## src/rtl/pulse_gen_pkg.sv

```systemverilog
// ============================================================================
// pulse_gen_pkg : shared encodings and helpers for the pulse generator
// Rev 1.0
// ============================================================================
`default_nettype none

package pulse_gen_pkg;

    localparam logic [1:0] MODE_RISE = 2'b00;
    localparam logic [1:0] MODE_FALL = 2'b01;
    localparam logic [1:0] MODE_BOTH = 2'b10;
    localparam logic [1:0] MODE_OFF  = 2'b11;

    typedef logic [1:0] state_t;

    localparam state_t ST_IDLE  = 2'd0;
    localparam state_t ST_PULSE = 2'd1;
    localparam state_t ST_HOLD  = 2'd2;

    function automatic int clog2(input int value);
        int r;
        r = 0;
        for (int p = 1; p < value; p = p * 2) begin
            r = r + 1;
        end
        return (r < 1) ? 1 : r;
    endfunction

endpackage

`default_nettype wire

```

## src/rtl/pulse_gen_channel.sv

```systemverilog
// ============================================================================
// pulse_gen_channel : one channel - synchroniser, edge detect, pulse/repeat FSM
// Rev 1.0
// ============================================================================
`default_nettype none

module pulse_gen_channel
    import pulse_gen_pkg::*;
#(
    parameter int SYNC_STAGES   = 2,
    parameter int PULSE_WIDTH   = 1,
    parameter int REPEAT_DELAY  = 16,
    parameter int REPEAT_PERIOD = 4
) (
    input  logic       clk,
    input  logic       reset,
    input  logic       src,
    input  logic [1:0] mode,
    input  logic       repeat_en,
    output logic       pulse,
    output logic       level
);

    localparam int MAX_RD = (REPEAT_DELAY > REPEAT_PERIOD) ? REPEAT_DELAY : REPEAT_PERIOD;
    localparam int MAX_V  = (MAX_RD > PULSE_WIDTH) ? MAX_RD : PULSE_WIDTH;
    localparam int CW     = clog2(MAX_V + 1);

    localparam logic [CW-1:0] CNT_MAX = '1;
    localparam logic [CW-1:0] PW_C    = CW'(PULSE_WIDTH);
    localparam logic [CW-1:0] RD_C    = CW'(REPEAT_DELAY);
    localparam logic [CW-1:0] RP_C    = CW'(REPEAT_PERIOD);

    logic          s;
    logic          s_d;
    logic          trigger;
    logic          active_lvl;
    state_t        state;
    state_t        state_nxt;
    logic [CW-1:0] cnt;
    logic [CW-1:0] cnt_nxt;
    logic [CW-1:0] cnt_inc;
    logic          rep;
    logic          rep_nxt;

    if (SYNC_STAGES == 0) begin : g_no_sync
        assign s = src;
    end else begin : g_sync
        logic [SYNC_STAGES-1:0] sync;

        always_ff @(posedge clk) begin
            if (!reset) begin
                sync <= '0;
            end else begin
                sync[0] <= src;
                for (int i = 1; i < SYNC_STAGES; i++) begin
                    sync[i] <= sync[i-1];
                end
            end
        end

        assign s = sync[SYNC_STAGES-1];
    end

    assign level = s;

    always_comb begin
        trigger    = 1'b0;
        active_lvl = 1'b0;
        case (mode)
            MODE_RISE: begin
                trigger    = s & ~s_d;
                active_lvl = s;
            end
            MODE_FALL: begin
                trigger    = ~s & s_d;
                active_lvl = ~s;
            end
            MODE_BOTH: trigger = s ^ s_d;
            default: ;
        endcase
    end

    // Counter measures cycles since the current pulse start and saturates.
    assign cnt_inc = (cnt == CNT_MAX) ? cnt : cnt + CW'(1);

    always_ff @(posedge clk) begin
        if (!reset) begin
            s_d   <= 1'b0;
            state <= ST_IDLE;
            cnt   <= '0;
            rep   <= 1'b0;
        end else begin
            s_d   <= s;
            state <= state_nxt;
            cnt   <= cnt_nxt;
            rep   <= rep_nxt;
        end
    end

    always_comb begin
        state_nxt = state;
        cnt_nxt   = cnt_inc;
        rep_nxt   = rep;
        case (state)
            ST_IDLE: begin
                cnt_nxt = '0;
                if (trigger) state_nxt = ST_PULSE;
            end
            ST_PULSE: begin
                if (cnt_inc >= PW_C) state_nxt = active_lvl ? ST_HOLD : ST_IDLE;
            end
            ST_HOLD: begin
                if (!active_lvl) begin
                    state_nxt = ST_IDLE;
                end else if (repeat_en && (cnt_inc >= (rep ? RP_C : RD_C))) begin
                    state_nxt = ST_PULSE;
                    cnt_nxt   = '0;
                    rep_nxt   = 1'b1;
                end
            end
            default: state_nxt = ST_IDLE;
        endcase
        if (mode == MODE_OFF) state_nxt = ST_IDLE;
        if (state_nxt == ST_IDLE) begin
            cnt_nxt = '0;
            rep_nxt = 1'b0;
        end
    end

    always_comb begin
        pulse = (state == ST_PULSE);
    end

endmodule

`default_nettype wire

```

## src/rtl/pulse_gen_multi.sv

```systemverilog
// ============================================================================
// pulse_gen_multi : NUM_CH independent edge-to-pulse generators
// Rev 1.0
// ============================================================================
`default_nettype none

module pulse_gen_multi
    import pulse_gen_pkg::*;
#(
    parameter int NUM_CH        = 4,
    parameter int SYNC_STAGES   = 2,
    parameter int PULSE_WIDTH   = 1,
    parameter int REPEAT_DELAY  = 16,
    parameter int REPEAT_PERIOD = 4
) (
    input  logic                clk,
    input  logic                reset,
    input  logic [NUM_CH-1:0]   src,
    input  logic [2*NUM_CH-1:0] mode,
    input  logic [NUM_CH-1:0]   repeat_en,
    output logic [NUM_CH-1:0]   pulse,
    output logic [NUM_CH-1:0]   level
);

    for (genvar i = 0; i < NUM_CH; i++) begin : g_ch
        pulse_gen_channel #(
            .SYNC_STAGES  (SYNC_STAGES),
            .PULSE_WIDTH  (PULSE_WIDTH),
            .REPEAT_DELAY (REPEAT_DELAY),
            .REPEAT_PERIOD(REPEAT_PERIOD)
        ) u_ch (
            .clk      (clk),
            .reset    (reset),
            .src      (src[i]),
            .mode     (mode[2*i +: 2]),
            .repeat_en(repeat_en[i]),
            .pulse    (pulse[i]),
            .level    (level[i])
        );
    end

endmodule

`default_nettype wire

```

## config.mk

```make
export PLATFORM = sky130hd
export DESIGN_NAME = pulse_gen_multi
export DESIGN_NICKNAME = d
export VERILOG_FILES = /design/src/rtl/pulse_gen_pkg.sv /design/src/rtl/pulse_gen_channel.sv /design/src/rtl/pulse_gen_multi.sv
export SDC_FILE = /design/constraint.sdc
export NUM_CORES = 1
export LEC_CHECK = 0
export CORE_ASPECT_RATIO = 0.8
export CORE_MARGIN = 3
export CORE_UTILIZATION = 30
export CTS_BUF_LIST = sky130_fd_sc_hd__clkbuf_16
export DETAILED_ROUTE_END_ITERATION = 8
export GPL_TIMING_DRIVEN = 0
export PLACE_DENSITY = 0.48
export SYNTH_ARGS = -nofsm -noshare
export SYNTH_HDL_FRONTEND = slang
export SYNTH_SLANG_ARGS = --single-unit
export TNS_END_PERCENT = 50
```

## constraint.sdc

```tcl
create_clock -name clk -period 2.56 [get_ports clk]
set_clock_uncertainty 0.2 [all_clocks]
set_input_delay 0.64 -clock clk [delete_from_list [all_inputs] [get_ports clk]]
set_output_delay 0.64 -clock clk [all_outputs]
set_load 0.05 [all_outputs]
```

==> results.py <==
metrics = {
    "outcome": {
        "status": "complete, but fails checks",
        "violations": "negative setup slack",
    },
    "logic_synthesis": {
        "syn_area_per_cell_sq_um": 8.500,
        "synthesis.nets": 361,
        "yosysWarnings": 0,
        "netlist_area_sq_um": 2754,
        "seq_area_frac_synth_pct": 31.99,
        "ys_ff_latch": 44,
        "yosys_most_used_dff": "dfxtp_1",
        "async_flop_share_pct": 0,
        "synth.largest_area_cell": "dfxtp_1",
        "synthDistinctLibCells": 71,
        "syn_inst": 324,
        "synth.area.top_cells": "dfxtp_1 (32%), ha_1 (8.6%), nand2_1 (4.5%)",
        "synth-edff-count": 0,
        "synth_top_area_share_pct": 31.99,
    },
    "timing": {
        "slew_headroom_pct": 55.73,
        "finalSetupViolCount": 7,
        "hold_slack_ns": 0.2342,
        "fmax_mhz": 382.7,
        "fin_crit_sh_pct": 102.1,
        "rsz0062_at_grt": "yes",
        "period_minus_slack_ns": 2.613,
        "maxSlewViolCount": 0,
        "fin_ws_ns": -0.05294,
        "worstMarginPinSlew_ns": 0.6581,
        "hold_viol_final": 0,
    },
    "layout": {
        "final_nets": 399,
        "syn2layout_area_growth_pct": 23.99,
        "design_area_sq_um": 3415,
        "n_antenna_cell": 0,
        "stdcell_count": 475,
        "final_common_cell": "dfxtp_1",
        "layout-drive-gt1-share_pct": 17.36,
        "most-common-layout-cells": "dfxtp_1 (40), nand2_1 (33), clkdlybuf4s50_1 (21)",
        "fill_cells": 915,
    },
    "flow_run": {
        "max_cap_viol_count": 0,
    },
    "routing": {
        "firstDrtPassIters": 4,
        "antenna_left": 0,
        "wl_per_cell_um": 11.96,
        "wirelength_um": 5680,
        "drt_iter0_markers": 75,
        "drc": 0,
        "vias": 2341,
        "via_per_inst": 4.928,
    },
    "floorplanning": {
        "fp.dieW_um": 113.1,
        "die_h_um": 91.70,
        "io_pins": 26,
        "start_util_pct": 31.62,
        "placementRows": 30,
        "fp.dieArea_sq_um": 10370,
        "core_area_sq_um": 8708,
    },
    "cts": {
        "cts_buffer_depth": 2,
        "cts_tree": "built",
        "cts-root-buf": "clkbuf_16",
        "cts.clk_slew.worst_paths_ns": 0.07,
        "worstSkewPairLatency_ns": 0.28,
        "htreeDepth": 2,
        "cts.sinks": 44,
        "cts_inserted_buffers": 5,
    },
    "placed_design": {
        "dp.final_hpwl_um": 4212,
        "gp_congestion": 0.8256,
        "post_dp_cell_area_sq_um": 3144,
        "io_buffers": 25,
        "dp_cells": 461,
    },
    "global_routing": {
        "globalRoute.totalOverflow": 0,
        "met3_usage_pct": 3.232,
        "grt_pass1_vias": 2138,
        "grtUsageMet1_pct": 16.94,
        "antenna_found_initial": 0,
        "grt_max_degree": 15,
        "grt_pass1_wl_um": 9963,
        "use_met2_pct": 16.42,
        "grt_use_total_pct": 11.49,
        "busiest_layer": "met1",
    },
    "power": {
        "irDropWorstVdd_uv": 258.9,
        "power_density_nw_per_um2": 444.8,
        "p_leak_nw": 1.345,
    },
    "worst_setup_path": {
        "worst_setup_path_start_kind": "flip-flop",
        "path_class": "flip-flop to flip-flop",
        "cp_max_fo": 5,
        "endpoint_kind": "flip-flop",
        "critical_path_required_ns": 2.52,
        "critPathArrivalTime_ns": 2.58,
    },
    "hold_path": {
        "hold_path_class": "flip-flop to flip-flop",
    },
}
-- logic make-up (layout without fill, tap and decap cells) --
| group | count (synthesis) | after routing | synth area share (%) |
|---|---|---|---|
| and+or+nand+nor | 136 | 136 | 27.67 |
| AOI/OAI and AO/OA | 76 | 76 | 19.86 |
| DFF | 44 | 44 | 31.99 |
| buffers and inverters | 32 | 71 | 6.043 |
| adders and majority gates | 19 | 19 | 8.633 |
| xor gates and xnor gates | 10 | 10 | 3.180 |
| muxes | 7 | 7 | 2.635 |
-- registers in the layout (all words and copies together) (netlist names) --
register,cells
g_ch.u_ch.rep,4
g_ch.u_ch.state,8
g_ch.u_ch.g_sync.sync,8
g_ch.u_ch.cnt,20
g_ch.u_ch.s_d,4
-- final cells by class --
class	count	area (sq um)	area share [%]
buffer	13	95.09	2.785
clock buffer	5	125.1	3.664
clock inverter	3	18.77	0.5497
inverter	19	71.32	2.089
multi-input combinational	248	1784	52.25
sequential	44	890.9	26.09
tap	112	140.1	4.104
timing repair buffer	31	289.0	8.465
-- cell usage after synthesis (3+ instances only) --
library cell  number
a21o_1             6
a21oi_1           15
a31oi_1            3
and2_1            18
and3b_1            3
buf_4              8
dfxtp_1           44
ha_1              19
inv_1             19
mux2i_1            5
nand2_1           33
nand2b_1           8
nand3_1           10
nand3b_1           3
nand4_1            3
nor2_1            20
nor2b_1            6
nor3_1            11
nor3b_1            3
o211ai_1           3
o21ai_0           13
o22ai_1            3
xnor2_1            5
xor2_1             5
-- worst paths after layout --
kind / start / end / slack, ns / cells past startpoint
max: g_ch[0].u_ch.cnt[0] / g_ch[0].u_ch.cnt[3] / -0.05 / 10
min: g_ch[3].u_ch.g_sync.sync[0] / g_ch[3].u_ch.g_sync.sync[1] / 0.23 / 1
max reg2reg: g_ch[0].u_ch.cnt[0] / g_ch[0].u_ch.cnt[3] / -0.05 / 10
min reg2reg: g_ch[3].u_ch.g_sync.sync[0] / g_ch[3].u_ch.g_sync.sync[1] / 0.23 / 1
-- critical path, stage by stage (launching register included) --
cell,delay (ns)
dfxtp_4,0.35
ha_4,0.16
and2_4,0.16
a21o_1,0.20
ha_1,0.29
or3b_4,0.37
mux2i_2,0.19
o311ai_2,0.14
a31oi_2,0.21
buf_6,0.16
nor3b_2,0.05
-- report_power, final --
| part | total [mW] | switching, mW | internal (mW) |
|---|---|---|---|
| Clock | 0.630 | 0.271 | 0.358 |
| Sequential | 0.707 | 0.0115 | 0.696 |
| Combinational | 0.182 | 0.100 | 0.0819 |
-- metrics by stage --
| step | TNS, ns | worst slack [ns] | power [mW] | utilization, % |
|---|---|---|---|---|
| floorplan | 0 | 0.08547 | 0.8309 | - |
| global placement | -1.302 | -0.1406 | 0.8994 | 36.11 |
| detailed placement | -1.099 | -0.1563 | 0.8991 | 36.11 |
| CTS | -0.01383 | -0.01383 | 1.540 | 38.28 |
| global route | -0.7954 | -0.1336 | 1.608 | 39.21 |
| finish | -0.2397 | -0.05294 | 1.519 | 39.21 |
-- timing repair --
action	CTS	global route
pin swaps	5	11
setup endpoints to repair	15	14
hold buffers	0	0
buffers inserted	4	2
resized for setup	10	20
-- layer usage --
| metal | wire length, um | share of wire (%) |
|---|---|---|
| met5 | 0 | 0 |
| met4 | 48 | 0.85 |
| met2 | 2265 | 40 |
| met1 | 3120 | 55 |
| met3 | 245 | 4.3 |
No activity file was read; power rests on OpenSTA's default activity.
